==> config.mk <==
export PLATFORM = sky130hd
export DESIGN_NAME = score_ctl
export DESIGN_NICKNAME = d
export VERILOG_FILES = /design/src/rtl/score_ctl_pkg.sv /design/src/rtl/score_ctl_edge_rise.sv /design/src/rtl/score_ctl.sv
export SDC_FILE = /design/constraint.sdc
export NUM_CORES = 1
export LEC_CHECK = 0
export CORE_UTILIZATION = 49
export CTS_CLUSTER_SIZE = 16
export DETAILED_ROUTE_END_ITERATION = 12
export HOLD_SLACK_MARGIN = 0.05
export MAX_ROUTING_LAYER = met4
export PLACE_DENSITY = 0.82
export SLEW_MARGIN = 20
export SYNTH_ARGS = -nofsm -noshare
export SYNTH_HDL_FRONTEND = slang
export SYNTH_HIERARCHICAL = 1
export SYNTH_SLANG_ARGS = --single-unit
==> constraint.sdc <==
create_clock -name pclk -period 1.95 [get_ports pclk]
set_input_delay 0.585 -clock pclk [delete_from_list [all_inputs] [get_ports pclk]]
set_output_delay 0.585 -clock pclk [all_outputs]
set_load 0.02 [all_outputs]
==> src/rtl/score_ctl_pkg.sv <==
// Shared types and constants for the game-score controller.
// Scores are 2-bit, so a winning score can be at most 3.
package score_ctl_pkg;

  localparam int SCORE_W       = 2;
  localparam int WIN_SCORE_DEF = 3;

  typedef enum logic [1:0] {
    IDLE  = 2'd0,
    SERVE = 2'd1,
    PLAY  = 2'd2,
    OVER  = 2'd3
  } state_t;

  // Saturating increment: a score never moves past the limit, so 3 can never wrap to 0.
  function automatic logic [SCORE_W-1:0] sat_inc(input logic [SCORE_W-1:0] s,
                                                 input logic [SCORE_W-1:0] lim);
    logic [SCORE_W-1:0] r;
    if (s < lim) begin
      r = s + SCORE_W'(1);
    end else begin
      r = s;
    end
    return r;
  endfunction

endpackage

==> src/rtl/score_ctl_edge_rise.sv <==
// Rising-edge detector: history flop plus combinational rise = d & ~d_prev.
// The history flop clears on the synchronous active-low reset.
module edge_rise (
  input  logic clk,
  input  logic rst,
  input  logic d,
  output logic rise
);

  logic d_prev;

  // Holds the input value seen on the previous clock edge.
  always_ff @(posedge clk) begin
    if (!rst) begin
      d_prev <= 1'b0;
    end else begin
      d_prev <= d;
    end
  end

  assign rise = d & ~d_prev;

endmodule

==> src/rtl/score_ctl.sv <==
// Game-score controller: tracks both scores, freezes the ball for a number of
// frames before each serve, and flags game over when a player reaches WIN_SCORE.
module score_ctl
  import score_ctl_pkg::*;
#(
  parameter int WIN_SCORE    = WIN_SCORE_DEF,
  parameter int SERVE_FRAMES = 60
) (
  input  logic               pclk,
  input  logic               rst,
  input  logic               vsync_in,
  input  logic               goal_p1,
  input  logic               goal_p2,
  input  logic               restart_btn,
  output logic [SCORE_W-1:0] score_p1,
  output logic [SCORE_W-1:0] score_p2,
  output logic               ball_en,
  output logic               serve_dir,
  output logic               game_over
);

  localparam int CNT_W = (SERVE_FRAMES < 1) ? 1 : $clog2(SERVE_FRAMES + 1);
  localparam logic [CNT_W-1:0]   SERVE_END = CNT_W'(SERVE_FRAMES);
  localparam logic [SCORE_W-1:0] WIN       = SCORE_W'(WIN_SCORE);

  logic vsync_rise;
  logic goal1_rise;
  logic goal2_rise;
  logic restart_rise;

  edge_rise u_vsync_rise   (.clk(pclk), .rst(rst), .d(vsync_in),    .rise(vsync_rise));
  edge_rise u_goal1_rise   (.clk(pclk), .rst(rst), .d(goal_p1),     .rise(goal1_rise));
  edge_rise u_goal2_rise   (.clk(pclk), .rst(rst), .d(goal_p2),     .rise(goal2_rise));
  edge_rise u_restart_rise (.clk(pclk), .rst(rst), .d(restart_btn), .rise(restart_rise));

  state_t             state;
  state_t             state_nxt;
  logic [CNT_W-1:0]   cnt;
  logic [CNT_W-1:0]   cnt_nxt;
  logic [SCORE_W-1:0] p1_nxt;
  logic [SCORE_W-1:0] p2_nxt;
  logic               dir_nxt;
  logic               ball_en_nxt;
  logic               over_nxt;

  // Next-state, next-score and serve-counter logic.
  always_comb begin
    state_nxt = state;
    cnt_nxt   = cnt;
    p1_nxt    = score_p1;
    p2_nxt    = score_p2;
    dir_nxt   = serve_dir;

    case (state)
      IDLE: begin
        if (restart_rise) begin
          state_nxt = SERVE;
          cnt_nxt   = {CNT_W{1'b0}};
        end else begin
          state_nxt = IDLE;
        end
      end

      SERVE: begin
        if (cnt == SERVE_END) begin
          state_nxt = PLAY;
        end else if (vsync_rise) begin
          cnt_nxt = cnt + CNT_W'(1);
        end else begin
          cnt_nxt = cnt;
        end
      end

      // A goal always beats a simultaneous frame tick: the counter restarts from 0.
      PLAY: begin
        if (goal1_rise && !goal2_rise) begin
          p1_nxt    = sat_inc(score_p1, WIN);
          dir_nxt   = 1'b1;
          cnt_nxt   = {CNT_W{1'b0}};
          state_nxt = (p1_nxt == WIN) ? OVER : SERVE;
        end else if (goal2_rise && !goal1_rise) begin
          p2_nxt    = sat_inc(score_p2, WIN);
          dir_nxt   = 1'b0;
          cnt_nxt   = {CNT_W{1'b0}};
          state_nxt = (p2_nxt == WIN) ? OVER : SERVE;
        end else if (goal1_rise && goal2_rise) begin
          cnt_nxt   = {CNT_W{1'b0}};
          state_nxt = SERVE;
        end else begin
          state_nxt = PLAY;
        end
      end

      OVER: begin
        if (restart_rise) begin
          p1_nxt    = {SCORE_W{1'b0}};
          p2_nxt    = {SCORE_W{1'b0}};
          dir_nxt   = 1'b0;
          cnt_nxt   = {CNT_W{1'b0}};
          state_nxt = SERVE;
        end else begin
          state_nxt = OVER;
        end
      end

      default: begin
        state_nxt = IDLE;
        cnt_nxt   = {CNT_W{1'b0}};
      end
    endcase

    ball_en_nxt = (state_nxt == PLAY);
    over_nxt    = (state_nxt == OVER);
  end

  // State, counter and all outputs are registered together.
  always_ff @(posedge pclk) begin
    if (!rst) begin
      state     <= IDLE;
      cnt       <= {CNT_W{1'b0}};
      score_p1  <= {SCORE_W{1'b0}};
      score_p2  <= {SCORE_W{1'b0}};
      ball_en   <= 1'b0;
      serve_dir <= 1'b0;
      game_over <= 1'b0;
    end else begin
      state     <= state_nxt;
      cnt       <= cnt_nxt;
      score_p1  <= p1_nxt;
      score_p2  <= p2_nxt;
      ball_en   <= ball_en_nxt;
      serve_dir <= dir_nxt;
      game_over <= over_nxt;
    end
  end

endmodule

### Word level (Yosys, flattened, before mapping)

Index checks and enable logic that the tools add are counted.

| operators by class | value |
|---|---|
| divide/modulo/power cells | 0 |
| add/subtract/negate cells | 3 |
| order comparisons | 2 |
| muxes and demuxes | 33 |
| multipliers | 0 |
| bitwise logic cells | 8 |
| shift operators | 0 |
| reduce and logical (&&, ||, !) cells | 12 |
| eq/ne operators | 17 |

Operator list:

| cell | count |
|---|---|
| $mux 2 | 18 |
| $mux 6 | 6 |
| $pmux 6 s3 | 1 |
| $eq 2x2->1 const B | 6 |
| $ne 2x2->1 const B | 5 |
| $pmux 2 s2 | 2 |
| $pmux 2 s4 | 1 |
| $reduce_and 4->1 | 2 |
| $add 6x1->6 const B | 1 |
| $eq 6x6->1 const B | 1 |
| $reduce_and 3->1 | 2 |
| $add 2x1->2 const B | 2 |
| $and 1x1->1 | 4 |
| $lt 2x2->1 const B | 2 |
| $mux 1 | 4 |
| $ne 2x1->1 const B | 2 |
| $ne 4x4->1 const B | 1 |
| $not 1->1 | 4 |
| $logic_and 1x1->1 | 3 |
| $ne 3x3->1 const B | 1 |
| $eq 2x1->1 const B | 1 |
| $logic_not 1->1 | 2 |
| $logic_not 2->1 | 1 |
| $pmux 1 s2 | 1 |
| 2 further kinds | 2 |

| storage, ports and cells | value |
|---|---|
| bits in read-only memories | 0 |
| register bits | 19 |
| output and inout port bits | 7 |
| memories kept | 0 |
| word-level logic and storage cells | 86 |
| bits in writable memories | 0 |
| bits in latches | 0 |

### Longest topological paths before layout

Gate-level depths: netlist (run 1).

| depth | value |
|---|---|
| depth after elaboration | 13 |
| depth in mapped cells | 7 |
| depth with buffers taken out | 7 |

### Cells and area by module

The synthesis (run 1) kept the hierarchy.

By module, submodules not included:

| module | seq. area each (µm²) | area an instance (µm²) | instances | cells each |
|---|---|---|---|---|
| score_ctl | 300.3 | 949.7 | 1 | 110 |
| edge_rise | 20.0 | 40.0 | 4 | 3 |

### Worst setup path before layout (run 1)

OpenSTA, ideal clock, no wires.

| timing | value |
|---|---|
| path type | input to register |
| start | input port goal_p1 |
| end | register cnt[2] |
| data arrival time | 1785 ps |
| setup time | 116 ps |
| stages | 7 |
| slack | 49 ps |
| required time | 1834 ps |
| cell sequence | nor2b_4 > inv_1 > ha_1 > nor3b_2 > nor2_2 > and3_1 > a41o_1 |

| on the way | value |
|---|---|
| cells in the longest elaborated chain, start to end | 6 |
| elaborated cells on any way between the ends | 10 |
| those cells by class | eq/ne (1); mux (3); bitwise (1); reduce/logical (5) |

RTL lines:

| what | RTL line | RTL |
|---|---|---|
| start: declaration | score_ctl.sv:12 | `input logic goal_p1,` |
| $and 1x1->1 (*) | score_ctl_edge_rise.sv:21 | `assign rise = d & ~d_prev;` |
| $logic_not 1->1 | score_ctl.sv:81 | `end else if (goal2_rise && !goal1_rise) begin` |
| $logic_and 1x1->1 | score_ctl.sv:81 |  |
| $mux 6 | score_ctl.sv:81 |  |
| $mux 6 | score_ctl.sv:76 | `if (goal1_rise && !goal2_rise) begin` |
| $pmux 6 s3 | score_ctl.sv:54 | `case (state)` |
| end signal: assignment | score_ctl.sv:120 | `cnt <= {CNT_W{1'b0}};` |
| end signal: assignment | score_ctl.sv:128 | `cnt <= cnt_nxt;` |
| end: declaration | score_ctl.sv:38 | `logic [CNT_W-1:0] cnt;` |

Mark *: on every way between the ends. The rest lies on a longest branch, timed or not.
A chain may end at the register's enable or synchronous reset.

### Final worst setup path (run 1)

| timing | value |
|---|---|
| start | register score_p2[1] |
| end | output port score_p2[1] |

RTL lines:

| what | RTL line | RTL |
|---|---|---|
| start: declaration | score_ctl.sv:16 | `output logic [SCORE_W-1:0] score_p2,` |
| start signal: assignment | score_ctl.sv:122 | `score_p2 <= {SCORE_W{1'b0}};` |
| start signal: assignment | score_ctl.sv:130 | `score_p2 <= p2_nxt;` |

No word-level cell between the ends.

==> results_dict.tcl, run 1 <==
set metrics [dict create \
    portBuffers 12 \
    finalCritPeriodShare_pct 99.1 \
    finalCriticalPeriod_ns 1.93 \
    grt_pass1_vias 960 \
    area.growth.synth_to_final_pct 28.9 \
    peakVddDrop_v 0.000538 \
    gp_congestion 0.864 \
    cts_tree "built" \
    powerDensity_nw_per_um2 526 \
    end_kind "primary output" \
    drt_iter0_markers 32 \
    rr_worst_depth 7 \
    start_util_pct 54.4 \
    dp_slack_ns -0.541 \
    finClkSkew_ns 0.00116 \
    drtAntennaViolNets 0 \
    htreeDepth 1 \
    setup-violations-final 0 \
    max_cap_violations 0 \
    required_ns 1.36 \
    cts_made_buffers 3 \
    critPathBufInv 1 \
    rows 16 \
    worst_pin_slew_ns 0.396 \
    fmax_ghz 0.517 \
    dieArea_um2 2460 \
    diodes 0 \
    crit_family "buffers and inverters" \
    ys_types 39 \
    syn-cell-area_um2 1110 \
    synth-main-ff-cell "dfxtp_1" \
    hp-class "flop to flop" \
    slew-limit-headroom_pct 73.6 \
    layout.nets 165 \
    via_count 1009 \
    drv_slew 0 \
    syn_nets 139 \
    dp_hpwl_um 1800 \
    cellLeakagePower_nw 0.591 \
    r2r_slack_ns 0.27 \
    async_flop_share_pct 0 \
    min_from "cnt[0]$_SDFFE_PN0P_" \
    synth_seq_cells 19 \
    core_area_um2 2040 \
    clkTransAtPathRegs_ns 0.11 \
    critPathSlowestCell "clkdlybuf4s50_1" \
    avgSynthCellArea_um2 9.10 \
    yosysWarnings 6 \
    grt_pass1_wl_um 4330 \
    drive_above_1_share_pct 22.4 \
    drc 0 \
    routed_wl_um 2500 \
    post-layout-total-power_mw 0.753 \
    clkLatencyLatePin_ns 0.30 \
    reg2reg_from "state[0]$_SDFF_PN0_" \
    drt_pass1_iterations 5 \
    ys_seq_area_share_pct 34.3 \
    setup_ws_ns 0.0174 \
    cts-root-buf "clkbuf_4" \
    cp_data_arrival_time_ns 1.35 \
    ctsLongestPathBuffers 2 \
    io_pins 13 \
    min_to "cnt[0]$_SDFFE_PN0P_" \
    clock_sinks 19 \
    synth-edff-count 0 \
    hold_violations 0 \
    rsz0062_at_grt "false" \
    cp_cell_sequence "clkdlybuf4s50_1" \
    wl_per_cell_um 14.4 \
    vias_per_cell 5.80 \
    die_h_um 49.6 \
    status "finished, final reports clean" \
    track_usage_pct 23.3 \
    grt_max_degree 11 \
    slowest_delay_ns 0.63 \
    worstSetupPathType "flop to primary output" \
    hold-path-cell-count 2 \
    dieWidth_um 49.6 \
    crit_fanout 4 \
    netlist_instances 122 \
    grt_overflow 0 \
    antenna_found_initial 0 \
    cp-start-kind "flop" \
    reg2reg_to "score_p2[0]$_SDFFE_PN0P_" \
]
[cells by family (layout without fill, tap and decap cells)]
family          count (synthesis)  after routing  share of synthesized area (%)
fa+ha+maj                      11             11                           12.4
simple gates                   44             44                           26.7
compound gates                 28             28                           18.0
flops                          19             19                           34.3
mux                             3              3                           2.71
buf+inv                        17             42                           5.86
[cells in the mapped netlist, drive strengths merged, types with 3 or more instances]
cell type	number	area (um^2)
a21oi	9	52.6
and2	6	37.5
dfxtp	19	380
ha	11	138
inv	15	56.3
mux2i	3	30.0
nand2	5	18.8
nand3	4	20.0
nand4	3	18.8
nor2	5	21.3
nor2b	7	73.8
nor3	4	20.0
o21ai	4	20.0
[sequential cells by signal, indices dropped and copies added, names as in the netlist]
name                   count
u_restart_rise/d_prev      1
score_p1                   2
u_goal2_rise/d_prev        1
state                      2
game_over                  1
serve_dir                  1
ball_en                    1
score_p2                   2
u_goal1_rise/d_prev        1
cnt                        6
u_vsync_rise/d_prev        1
[area by class of cell]
class                   instances  area [um^2]
flip-flops and latches         19          380
repair buffers                 23          205
well taps                      27         33.8
fillers                       160          612
inverters                      15         56.3
clock buffers                   4         26.3
multi-input cells              86          728
[how the worst max path moves through the flow]
stage,start,to,slack [ns],cells after the start
2_1_floorplan,goal_p1,cnt[2]$_SDFFE_PN0P_,0.05,7
3_3_place_gp,goal_p2,cnt[2]$_SDFFE_PN0P_,-0.50,8
3_5_place_dp,goal_p1,cnt[2]$_SDFFE_PN0P_,-0.54,9
4_1_cts,goal_p1,game_over$_SDFF_PN0_,-0.0002,9
5_1_grt,score_p2[1]$_SDFFE_PN0P_,score_p2[1],0.00009,1
6_report,score_p2[1]$_SDFFE_PN0P_,score_p2[1],0.02,1
[metal layers]
| layer | track usage, % | wire, um |
|---|---|---|
| met1 | 26.4 | 1140 |
| met2 | 38.5 | 1210 |
| met3 | 4.32 | 99 |
| met4 | 12.4 | 59 |
| met5 | - | 0 |
[cell usage in the layout, fill, tap and decap left out, types with 2 or more instances in the layout]
cell type        synthesis  routed
dfxtp_1                 19      19
inv_1                   15      14
buf_4                    0      11
ha_1                    11       8
clkdlybuf4s50_1          0       8
a21oi_1                  7       7
and2_1                   6       6
nand2_1                  5       5
nor3_1                   4       4
nor2_1                   4       4
nand3_1                  4       4
o21ai_0                  4       4
nor2b_4                  4       4
nor2b_1                  3       3
nand4_1                  3       3
mux2i_1                  3       3
clkbuf_4                 0       3
a41o_1                   2       2
nand2b_1                 2       2
a21oi_2                  2       2
a211oi_1                 2       2
a32o_1                   2       2
ha_4                     0       2
dlygate4sd2_1            0       2
dlymetal6s2s_1           0       2
[through the flow]
| step | hold WS [ns] | cells | area, um^2 | setup TNS, ns | util (%) |
|---|---|---|---|---|---|
| after global placement | 0.502 | 169 | 1330 | -5.15 | 65.1 |
| final | 0.522 | 174 | 1430 | 0 | 70.0 |
| after global routing | 0.544 | 174 | 1430 | 0 | 70.0 |
| after CTS | 0.527 | 174 | 1400 | -0.000244 | 68.5 |
| after floorplan | 0.480 | 122 | 1110 | 0 | - |
| after detailed placement | 0.508 | 169 | 1330 | -6.07 | 65.1 |
[power by group]
part	internal (mW)	switching, mW	leakage [nW]
sequential	0.396	0.00726	0.154
clock	0.0798	0.132	0.0150
combinational	0.0687	0.0700	0.421
[what timing repair did]
action,4_1_cts,5_1_grt
endpoints found under the hold margin,0,0
hold buffers,0,0
pin swaps,5,0
endpoints found under the setup margin,11,6
setup buffers,2,0
resized for setup,9,6
No activity file was read; power rests on OpenSTA's default activity.
==> run 2: changes to the inputs <==
Settings changed: CAP_MARGIN set to 0, TNS_END_PERCENT set to 30.
==> run 2 against run 1 <==
- final cell count unchanged
- combinational power is essentially flat
- sequential share of layout area grew 0.19 points
- die area did not move
- sequential power about the same
- worst setup slack improved by 0.025 ns
- cell area decreased by 0.70%
- highest routed layer unchanged
==> results_dict.tcl, run 2 (synthesis gave the netlist of run 1 again) <==
set metrics [dict create \
    slew-limit-headroom_pct 72.5 \
    diodes 0 \
    fin_area_um2 1420 \
    drt_iter0_markers 34 \
    dp_cells 169 \
    critPathSlowestCell "dlygate4sd2_1" \
    drc 0 \
    drt_pass1_iterations 5 \
    post-route-util_pct 69.5 \
    clkLatencyLatePin_ns 0.30 \
    ctsLongestPathBuffers 2 \
    peakVddDrop_v 0.000540 \
    grt_overflow 0 \
    seq_area_um2 380 \
    track_usage_pct 23.3 \
    grt_max_degree 11 \
    hold_violations 0 \
    drive_above_1_share_pct 22.4 \
    instances_no_fill 174 \
    via_count 1009 \
    dieArea_um2 2460 \
    status "finished, final reports clean" \
    final_cell_mix "19 x dfxtp_1, 14 x inv_1, 11 x buf_4" \
    final_common_cell "dfxtp_1" \
    crit_fanout 6 \
    area.growth.synth_to_final_pct 28.0 \
    holdBufCountCts 0 \
    core_area_um2 2040 \
    drv_slew 0 \
    grt_pass1_wl_um 4330 \
    gp_congestion 0.864 \
    wl_per_cell_um 13.9 \
    clkTransAtPathRegs_ns 0.12 \
    rsz0062_at_grt "true" \
    routed_wl_um 2420 \
    drtAntennaViolNets 0 \
    cellLeakagePower_nw 0.589 \
    worstSetupPathType "input pin to flop" \
    worst_pin_slew_ns 0.412 \
    dieWidth_um 49.6 \
    cp-start-kind "input pin" \
    cts-root-buf "clkbuf_4" \
    max_cap_violations 0 \
    crit_top_cell "buf_4" \
    clock_sinks 19 \
    finalCriticalPeriod_ns 1.91 \
    io_pins 13 \
    place_area_um2 1330 \
    fin_tns_setup_ns 0 \
    grt_pass1_vias 960 \
    cts_made_buffers 3 \
    vias_per_cell 5.80 \
    finalCritPeriodShare_pct 97.8 \
    dp_slack_ns -0.541 \
    top_register "cnt" \
    fmax_ghz 0.524 \
    powerDensity_nw_per_um2 525 \
    portBuffers 12 \
    hp-class "flop to flop" \
    timing.hold.ws_ns 0.522 \
    required_ns 2.16 \
    finClkSkew_ns 0.00723 \
    antenna_found_initial 0 \
    slowest_delay_ns 0.24 \
    dp_hpwl_um 1800 \
    start_util_pct 54.4 \
    setup-violations-final 0 \
    layout.nets 165 \
    cp_data_arrival_time_ns 2.12 \
    cp_cell_sequence "dlygate4sd2_1 -> nor2b_4 -> buf_4 -> ha_2 -> buf_4 -> nor3b_4 -> nor2_4 -> and3_4 -> a41o_1" \
    htreeDepth 1 \
    rows 16 \
    die_h_um 49.6 \
    multiInputGateArea_um2 718 \
    fill_cells 165 \
    setup_ws_ns 0.0419 \
    largest_reg_flops 6 \
    post-layout-total-power_mw 0.746 \
    end_kind "flop" \
    cts_tree "built" \
]
-- run 2: cell count changes in the layout (fill, tap and decap cells not counted) --
cell	before	now
ha_2	1	2
ha_4	2	1
-- run 2: per-layer routing --
layer  up-vias  wire, um  GRT usage [%]
met5         -         0              -
met4         0        53           12.4
met3        10       144           4.32
met2        44      1150           38.5
met1       467      1070           26.4
li1        488         -              -
-- run 2: power breakdown --
part	internal, mW	switching [mW]
sequential	0.396	0.00708
clock	0.0797	0.127
combinational	0.0682	0.0683
total	0.543	0.202
-- run 2: worst max-delay path, delay by kind of cell --
| kind | cells | cell delay, ns |
|---|---|---|
| and+or+nand+nor | 4 | 0.62 |
| AOI/OAI and AO/OA | 1 | 0.22 |
| buffers and inverters | 3 | 0.50 |
| adders and majority gates | 1 | 0.18 |
-- run 2: area by class of cell --
cell class              count  area share (%)
multi-input cells          86            50.6
flip-flops and latches     19            26.8
repair buffers             23            14.4
inverters                  15            3.96
well taps                  27            2.38
clock buffers               4            1.85
-- run 2: final timing paths --
path	start	end	slack [ns]	depth (start not counted)
worst max-delay path	goal_p1	cnt[2]$_SDFFE_PN0P_	0.04	9
worst min-delay path	cnt[0]$_SDFFE_PN0P_	cnt[0]$_SDFFE_PN0P_	0.52	2
worst max register to register	state[0]$_SDFF_PN0_	score_p2[0]$_SDFFE_PN0P_	0.27	7
worst min register to register	cnt[0]$_SDFFE_PN0P_	cnt[0]$_SDFFE_PN0P_	0.52	2
-- run 2: repair_timing --
| action | 4_1_cts | 5_1_grt |
|---|---|---|
| setup endpoints to repair | 11 | 6 |
| pin swaps | 5 | 0 |
| buffers inserted | 2 | 0 |
| gates resized for setup | 9 | 5 |
